### src/rtl/tpu_pkg.sv
// Shared sizing defaults, FSM encoding and small helpers for the TPU result path.
// Latency: none; definitions only.
// Backpressure: none; definitions only.
package tpu_pkg;

    localparam int DEF_ADDRESSSIZE    = 10;
    localparam int DEF_PARTIAL_SUM_BW = 24;
    localparam int DEF_MATRIX_SIZE    = 64;
    localparam int DEF_LANES          = 8;
    localparam int DEF_ROW_BUF_DEPTH  = 2;

    // Readout FSM encoding, kept as plain constants so older tools can consume it.
    localparam logic [1:0] ST_IDLE = 2'd0;
    localparam logic [1:0] ST_RUN  = 2'd1;
    localparam logic [1:0] ST_FIN  = 2'd2;

    // Width of an index over n items, never narrower than one bit.
    function automatic int clog2_min1(input int n);
        return (n > 1) ? $clog2(n) : 1;
    endfunction

endpackage

### src/rtl/result_row_fifo.sv
// Row buffer: DEPTH full result rows with push/pop and an occupancy count.
// Latency: a pushed row is visible at head the cycle after the push edge.
// Backpressure: none internally; the caller guarantees push never lands on a full buffer without a pop.
module result_row_fifo
    import tpu_pkg::*;
#(
    parameter int DEPTH = DEF_ROW_BUF_DEPTH,
    parameter int WIDTH = DEF_PARTIAL_SUM_BW * DEF_MATRIX_SIZE
) (
    input  logic                         clk,
    input  logic                         rstn,
    input  logic                         push,
    input  logic [WIDTH-1:0]             push_data,
    input  logic                         pop,
    output logic [WIDTH-1:0]             head,
    output logic [$clog2(DEPTH+1)-1:0]   count
);

    localparam int AW = clog2_min1(DEPTH);
    localparam logic [AW-1:0] LAST_PTR = AW'(DEPTH - 1);

    logic [WIDTH-1:0] mem [DEPTH];
    logic [AW-1:0]    wr_ptr;
    logic [AW-1:0]    rd_ptr;

    // Row storage; no reset needed because head is only consumed while count is non-zero.
    always_ff @(posedge clk) begin
        if (push) begin
            mem[wr_ptr] <= push_data;
        end
    end

    // Pointer wrap and occupancy tracking; simultaneous push and pop leaves count unchanged.
    always_ff @(posedge clk or negedge rstn) begin
        if (!rstn) begin
            wr_ptr <= '0;
            rd_ptr <= '0;
            count  <= '0;
        end else begin
            if (push) begin
                wr_ptr <= (wr_ptr == LAST_PTR) ? '0 : wr_ptr + 1'b1;
            end
            if (pop) begin
                rd_ptr <= (rd_ptr == LAST_PTR) ? '0 : rd_ptr + 1'b1;
            end
            case ({push, pop})
                2'b10:   count <= count + 1'b1;
                2'b01:   count <= count - 1'b1;
                default: ;
            endcase
        end
    end

    assign head = mem[rd_ptr];

endmodule

### src/rtl/result_readout_ctrl.sv
// Result SRAM readout: fetch a run of rows into a small buffer and stream each row as LANES-wide beats.
// Latency: start edge -> read strobe next cycle -> data captured one edge later -> first beat valid 3 cycles after start.
// Backpressure: valid/ready on beats; payload holds while stalled, reads stop once buffered + in-flight rows fill the buffer.
module result_readout_ctrl
    import tpu_pkg::*;
#(
    parameter int ADDRESSSIZE    = DEF_ADDRESSSIZE,
    parameter int PARTIAL_SUM_BW = DEF_PARTIAL_SUM_BW,
    parameter int MATRIX_SIZE    = DEF_MATRIX_SIZE,
    parameter int LANES          = DEF_LANES,
    parameter int ROW_BUF_DEPTH  = DEF_ROW_BUF_DEPTH
) (
    input  logic                                  clk,
    input  logic                                  rstn,
    input  logic                                  start,
    input  logic [ADDRESSSIZE-1:0]                base_addr,
    input  logic [ADDRESSSIZE:0]                  num_rows,
    output logic                                  busy,
    output logic                                  done,
    output logic                                  sram_rd_en,
    output logic [ADDRESSSIZE-1:0]                sram_rd_addr,
    input  logic [PARTIAL_SUM_BW*MATRIX_SIZE-1:0] sram_rd_data,
    output logic                                  out_valid,
    input  logic                                  out_ready,
    output logic [PARTIAL_SUM_BW*LANES-1:0]       out_data,
    output logic                                  out_last,
    output logic [ADDRESSSIZE-1:0]                out_row_idx
);

    localparam int ROW_W  = PARTIAL_SUM_BW * MATRIX_SIZE;
    localparam int BEAT_W = PARTIAL_SUM_BW * LANES;
    localparam int BEATS  = MATRIX_SIZE / LANES;
    localparam int BW     = clog2_min1(BEATS);
    localparam int CW     = $clog2(ROW_BUF_DEPTH + 1);
    localparam int CW1    = CW + 1;
    localparam logic [BW-1:0] LAST_BEAT = BW'(BEATS - 1);
    localparam logic [CW:0]   DEPTH_L   = CW1'(ROW_BUF_DEPTH);

    logic [1:0]             state;
    logic [ADDRESSSIZE-1:0] base_q;
    logic [ADDRESSSIZE:0]   num_q;
    logic [ADDRESSSIZE:0]   rows_issued;
    logic [ADDRESSSIZE:0]   rows_popped;
    logic [BW-1:0]          beat_cnt;
    logic                   inflight;
    logic [CW-1:0]          fifo_count;
    logic [ROW_W-1:0]       head_row;
    logic [CW:0]            occupancy;
    logic                   start_acc;
    logic                   accept;
    logic                   last_beat;
    logic                   last_row;
    logic                   pop;

    assign start_acc = (state == ST_IDLE) && start;
    // A read is in flight for exactly one cycle, so it counts against buffer space until it lands.
    assign occupancy = {1'b0, fifo_count} + {{CW{1'b0}}, inflight};

    assign sram_rd_en   = (state == ST_RUN) && (rows_issued < num_q) && (occupancy < DEPTH_L);
    assign sram_rd_addr = base_q + rows_issued[ADDRESSSIZE-1:0];

    assign out_valid   = (state == ST_RUN) && (fifo_count != '0);
    assign accept      = out_valid && out_ready;
    assign last_beat   = (beat_cnt == LAST_BEAT);
    assign last_row    = (rows_popped == num_q - 1'b1);
    assign pop         = accept && last_beat;
    assign out_last    = out_valid && last_beat && last_row;
    assign out_data    = out_valid ? head_row[int'(beat_cnt) * BEAT_W +: BEAT_W] : '0;
    assign out_row_idx = rows_popped[ADDRESSSIZE-1:0];

    assign busy = (state != ST_IDLE);
    assign done = (state == ST_FIN);

    result_row_fifo #(
        .DEPTH (ROW_BUF_DEPTH),
        .WIDTH (ROW_W)
    ) u_row_fifo (
        .clk       (clk),
        .rstn      (rstn),
        .push      (inflight),
        .push_data (sram_rd_data),
        .pop       (pop),
        .head      (head_row),
        .count     (fifo_count)
    );

    // Job sequencing: empty jobs go straight to the done state; start is ignored outside IDLE.
    always_ff @(posedge clk or negedge rstn) begin
        if (!rstn) begin
            state <= ST_IDLE;
        end else begin
            case (state)
                ST_IDLE: if (start) state <= (num_rows != '0) ? ST_RUN : ST_FIN;
                ST_RUN:  if (accept && out_last) state <= ST_FIN;
                ST_FIN:  state <= ST_IDLE;
                default: state <= ST_IDLE;
            endcase
        end
    end

    // Job parameters and issue/beat/row counters; all restart on an accepted start.
    always_ff @(posedge clk or negedge rstn) begin
        if (!rstn) begin
            base_q      <= '0;
            num_q       <= '0;
            rows_issued <= '0;
            rows_popped <= '0;
            beat_cnt    <= '0;
            inflight    <= 1'b0;
        end else begin
            inflight <= sram_rd_en;
            if (start_acc) begin
                base_q      <= base_addr;
                num_q       <= num_rows;
                rows_issued <= '0;
                rows_popped <= '0;
                beat_cnt    <= '0;
            end else begin
                if (sram_rd_en) begin
                    rows_issued <= rows_issued + 1'b1;
                end
                if (accept) begin
                    beat_cnt <= last_beat ? '0 : beat_cnt + 1'b1;
                end
                if (pop) begin
                    rows_popped <= rows_popped + 1'b1;
                end
            end
        end
    end

endmodule
### config.mk
export PLATFORM = sky130hd
export DESIGN_NAME = result_readout_ctrl
export DESIGN_NICKNAME = d
export VERILOG_FILES = /design/src/rtl/tpu_pkg.sv /design/src/rtl/result_row_fifo.sv /design/src/rtl/result_readout_ctrl.sv
export SDC_FILE = /design/constraint.sdc
export NUM_CORES = 2
export LEC_CHECK = 0
export CAP_MARGIN = 30
export CELL_PAD_IN_SITES_DETAIL_PLACEMENT = 1
export CELL_PAD_IN_SITES_GLOBAL_PLACEMENT = 1
export CORE_AREA = 4 4 695 697
export DETAILED_ROUTE_END_ITERATION = 16
export DIE_AREA = 0 0 699 701
export PLACE_DENSITY_LB_ADDON = 0.05
export SETUP_SLACK_MARGIN = 0.05
export SYNTH_ARGS = -nofsm -noshare
export SYNTH_HDL_FRONTEND = slang
export SYNTH_SLANG_ARGS = --single-unit
### constraint.sdc
create_clock -name clk -period 85.9 [get_ports clk]
set_input_delay 17.18 -clock clk [delete_from_list [all_inputs] [get_ports clk]]
set_output_delay 17.18 -clock clk [all_outputs]
set_load 0.1 [all_outputs]
==> key figures <==
Status
  • Status: finished clean

Synthesis
  • Async SR Flop Fraction: 1.70%
  • Post-synthesis register bit count: 3125
  • Main synth FF type: edfxtp_1
  • Post-Synth Simple-Gate Area: 1.64%
  • Syn nets: 6432
  • Largest family of logic cells by synthesized area: multiplexers
  • YS warnings: 0
  • Adder-cell share of the synthesized area: 0.279%
  • Sequential share of the synthesized area: 78.3%
  • Post-synth EDFFs: 3072
  • Post-Synthesis Cells: 4845
  • Xor and xnor area share after synthesis: 0.235%
  • Mapped cell area: 0.119 mm²
  • Complex-gate fraction of the synthesized area: 0.412%
  • Cell variety after synth: 60
  • Mux share of post-synthesis cell area: 18.1%
  • Post-Syn Area per Cell: 24.7 µm²

Run
  • Number of max-cap violations: 0

Layout
  • Syn-to-layout area delta: 35.4%
  • Layout Nets: 8579
  • Share of layout cells above drive strength 1: 23.8%
  • Most frequent cells in the layout: edfxtp_1, clkdlybuf4s50_1, mux4_2, clkbuf_16, and2_1
  • Most common cell after layout, fill and taps aside: edfxtp_1

Setup path
  • Most frequent CP cell: buf_4
  • Critical-path maximum fanout: 39
  • Reg-to-reg slack, setup: 80.50 ns
  • Startpoint Class: register
  • Worst setup EP type: output port
  • Setup CP Type: register to output port
  • RR Endpoint: u_row_fifo.mem[0][1321]
  • Arrival time worst endpoint: 7.90 ns
  • Critical-path cell list: buf_4, buf_4, buf_4, buf_4, buf_4, buf_16, mux4_2, mux4_2, and2_1, clkdlybuf4s50_1
  • Reg-to-reg startpoint: inflight
  • CP startpoint: u_row_fifo.rd_ptr
  • CP Data Required Time: 68.72 ns
  • R2R depth: 9
  • Cell family with most CP delay: buffers and inverters
  • Slowest stage delay, CP: 0.98 ns
  • WP buf/inv: 7
  • Slowest CP cell: clkdlybuf4s50_1

Clock tree
  • Reg clk slew, reported paths: 0.06 ns
  • Htree depth: 5
  • CTS buffer count: 380
  • Max Root-Sink Buffers: 4
  • CTS Sinks: 3125
  • Post-CTS Setup Inserts: 0
  • Worst skew pair latency: 0.99 ns
  • Post-CTS Hold Fix Bufs: 0
  • Post-CTS sizing: 0
  • Root Driver: clkbuf_16
  • CTS tree: done

Die
  • FP Rows: 254
  • Core Box Area: 0.477 mm²
  • Starting Density: 25.0%
  • # IOs: 1778
  • Die Y-Extent: 701 µm
  • Die ar.: 0.490 mm²
  • Die Wd: 699 µm

Pwr
  • Net Sw Power: 2.48 mW
  • Sequential power share: 33.0%
  • Clock share of power: 23.5%
  • Leak Pwr: 51.3 nW
  • Sw Share: 37.1%
  • Peak supply drop: 0.0000345 V
  • Internal Power: 4.21 mW
  • Cell Pwr Density: 41.4 mW/mm²
  • Logic gate share of total power: 43.5%
  • Total Power: 6.70 mW

STA
  • Skew final: 0.0710 ns
  • Final period util: 29.2%
  • Final Hold Vio Count: 0
  • TNS Setup: 0 ns
  • RSZ-0062 raised after global routing: false
  • Slew @ Worst Pin: 1.14 ns
  • Achievable frequency: 39.9 MHz
  • Min cycle time layout: 25.08 ns
  • Max Slew Vio Count: 0
  • Rel. slew slack: 24.1%
  • # setup viols final: 0

Placement
  • Hpwl dp: 332000 µm
  • Placer Congestion: 0.775
  • I/O Buffers: 1777

GRT
  • Vias in the first global route: 67600
  • Tot GR Track Use: 18.2%
  • GRT overflow: 0
  • Largest net degree at the start of global routing: 144
  • Initial antenna violation count: 660
  • First-pass GRT wire length: 610000 µm

Min path
  • Hold path cells: 2
  • Hold EP: base_q[2]
  • Worst hold path type: register to register
  • HP Start: base_q[2]

Route
  • Wire per inst: 33.0 µm
  • DR vias/cell: 4.49
  • Vias: 62300
  • Final wirelength: 457000 µm
  • Iteration-0 DRC Markers: 4773
  • Post-route ant nets: 0
  • First-pass DRT Iterations: 5
  • Residual DRC: 0
routing by layer:
| metal | routed length [µm] | GRT usage (%) |
|---|---|---|
| met1 | 158000 | 19.5 |
| met2 | 239000 | 32.6 |
| met3 | 40100 | 6.94 |
| met4 | 17700 | 6.28 |
| met5 | 1650 | 0 |
worst max path at each step:
stage	slack [ns]	to	depth (start not counted)
after detailed placement	61.02	out_data[165]	9
after global routing	60.08	out_data[165]	10
final	60.82	out_data[165]	10
after CTS	59.94	out_data[165]	9
after global placement	60.94	out_data[139]	9
after floorplan	18.57	u_row_fifo.mem[0][0]	1
sequential cells by signal, indices dropped and copies added (netlist names):
name	flops
base_q	10
beat_cnt	3
inflight	1
num_q	11
rows_issued	11
rows_popped	11
state	2
u_row_fifo.count	2
u_row_fifo.mem	3072
u_row_fifo.rd_ptr	1
u_row_fifo.wr_ptr	1
cells in the mapped netlist (all sizes together), types with 5 or more instances:
| library cell | number | share of area [%] |
|---|---|---|
| clkbuf | 152 | 0.48 |
| and2 | 195 | 1.0 |
| xnor2 | 18 | 0.13 |
| mux4 | 960 | 18 |
| nand2 | 57 | 0.18 |
| a211oi | 5 | 0.031 |
| inv | 22 | 0.069 |
| ha | 25 | 0.26 |
| nand4 | 5 | 0.026 |
| nand3 | 14 | 0.063 |
| nor3 | 6 | 0.025 |
| o21ai | 21 | 0.088 |
| xor2 | 14 | 0.10 |
| o211ai | 5 | 0.031 |
| buf | 108 | 0.43 |
| a21oi | 13 | 0.054 |
| edfxtp | 3072 | 77 |
| dfrtp | 53 | 1.1 |
| nand2b | 6 | 0.031 |
| or4 | 7 | 0.048 |
| o31ai | 7 | 0.044 |
| nor2 | 31 | 0.097 |
metrics by stage:
stage | instance area [µm²] | instances | utilization [%] | worst slack, ns | hold slack, ns
5_1_grt | 162000 | 13800 | 33.9 | 60.08 | 0.522
3_5_place_dp | 149000 | 13000 | 31.2 | 61.02 | 0.476
4_1_cts | 161000 | 13700 | 33.8 | 59.94 | 0.490
2_1_floorplan | 119000 | 4845 | - | 18.57 | 0.452
3_3_place_gp | 145000 | 12900 | 30.4 | 60.94 | 0.466
6_report | 162000 | 13900 | 33.9 | 60.82 | 0.491
worst min-delay path, stage by stage (launching register included):
cell and delay [ns]:
dfrtp_1 0.35, nand2_1 0.05, nand2_1 0.06
power groups by stage:
stage          logic [mW]  clock network [mW]  registers, mW
6_report             2.91                1.58           2.21
3_3_place_gp         2.57                   0           2.24
5_1_grt              3.05                1.70           2.24
3_5_place_dp         2.97                   0           2.25
4_1_cts              2.98                1.64           2.22
2_1_floorplan        1.76                   0           3.14
layout make-up:
type,instances,area (µm²)
diodes,150,375
repair buffers,2025,22800
multi-input cells,1438,24700
fillers,46500,315000
well taps,6400,8010
clock buffers,483,10000
flip-flops and latches,3125,93600
inverters,22,82.6
clock inverters,217,2080
logic make-up (layout without fill, tap and decap cells):
group	after synthesis	after routing
other	0	150
buffers and inverters	282	2747
XOR/XNOR	32	32
AND/OR/NAND/NOR	345	345
flip-flops	3125	3125
multiplexers	963	963
AO/OA/AOI/OAI	72	72
adder cells (fa/ha/maj)	26	26
(Power assumes the default switching activity.)
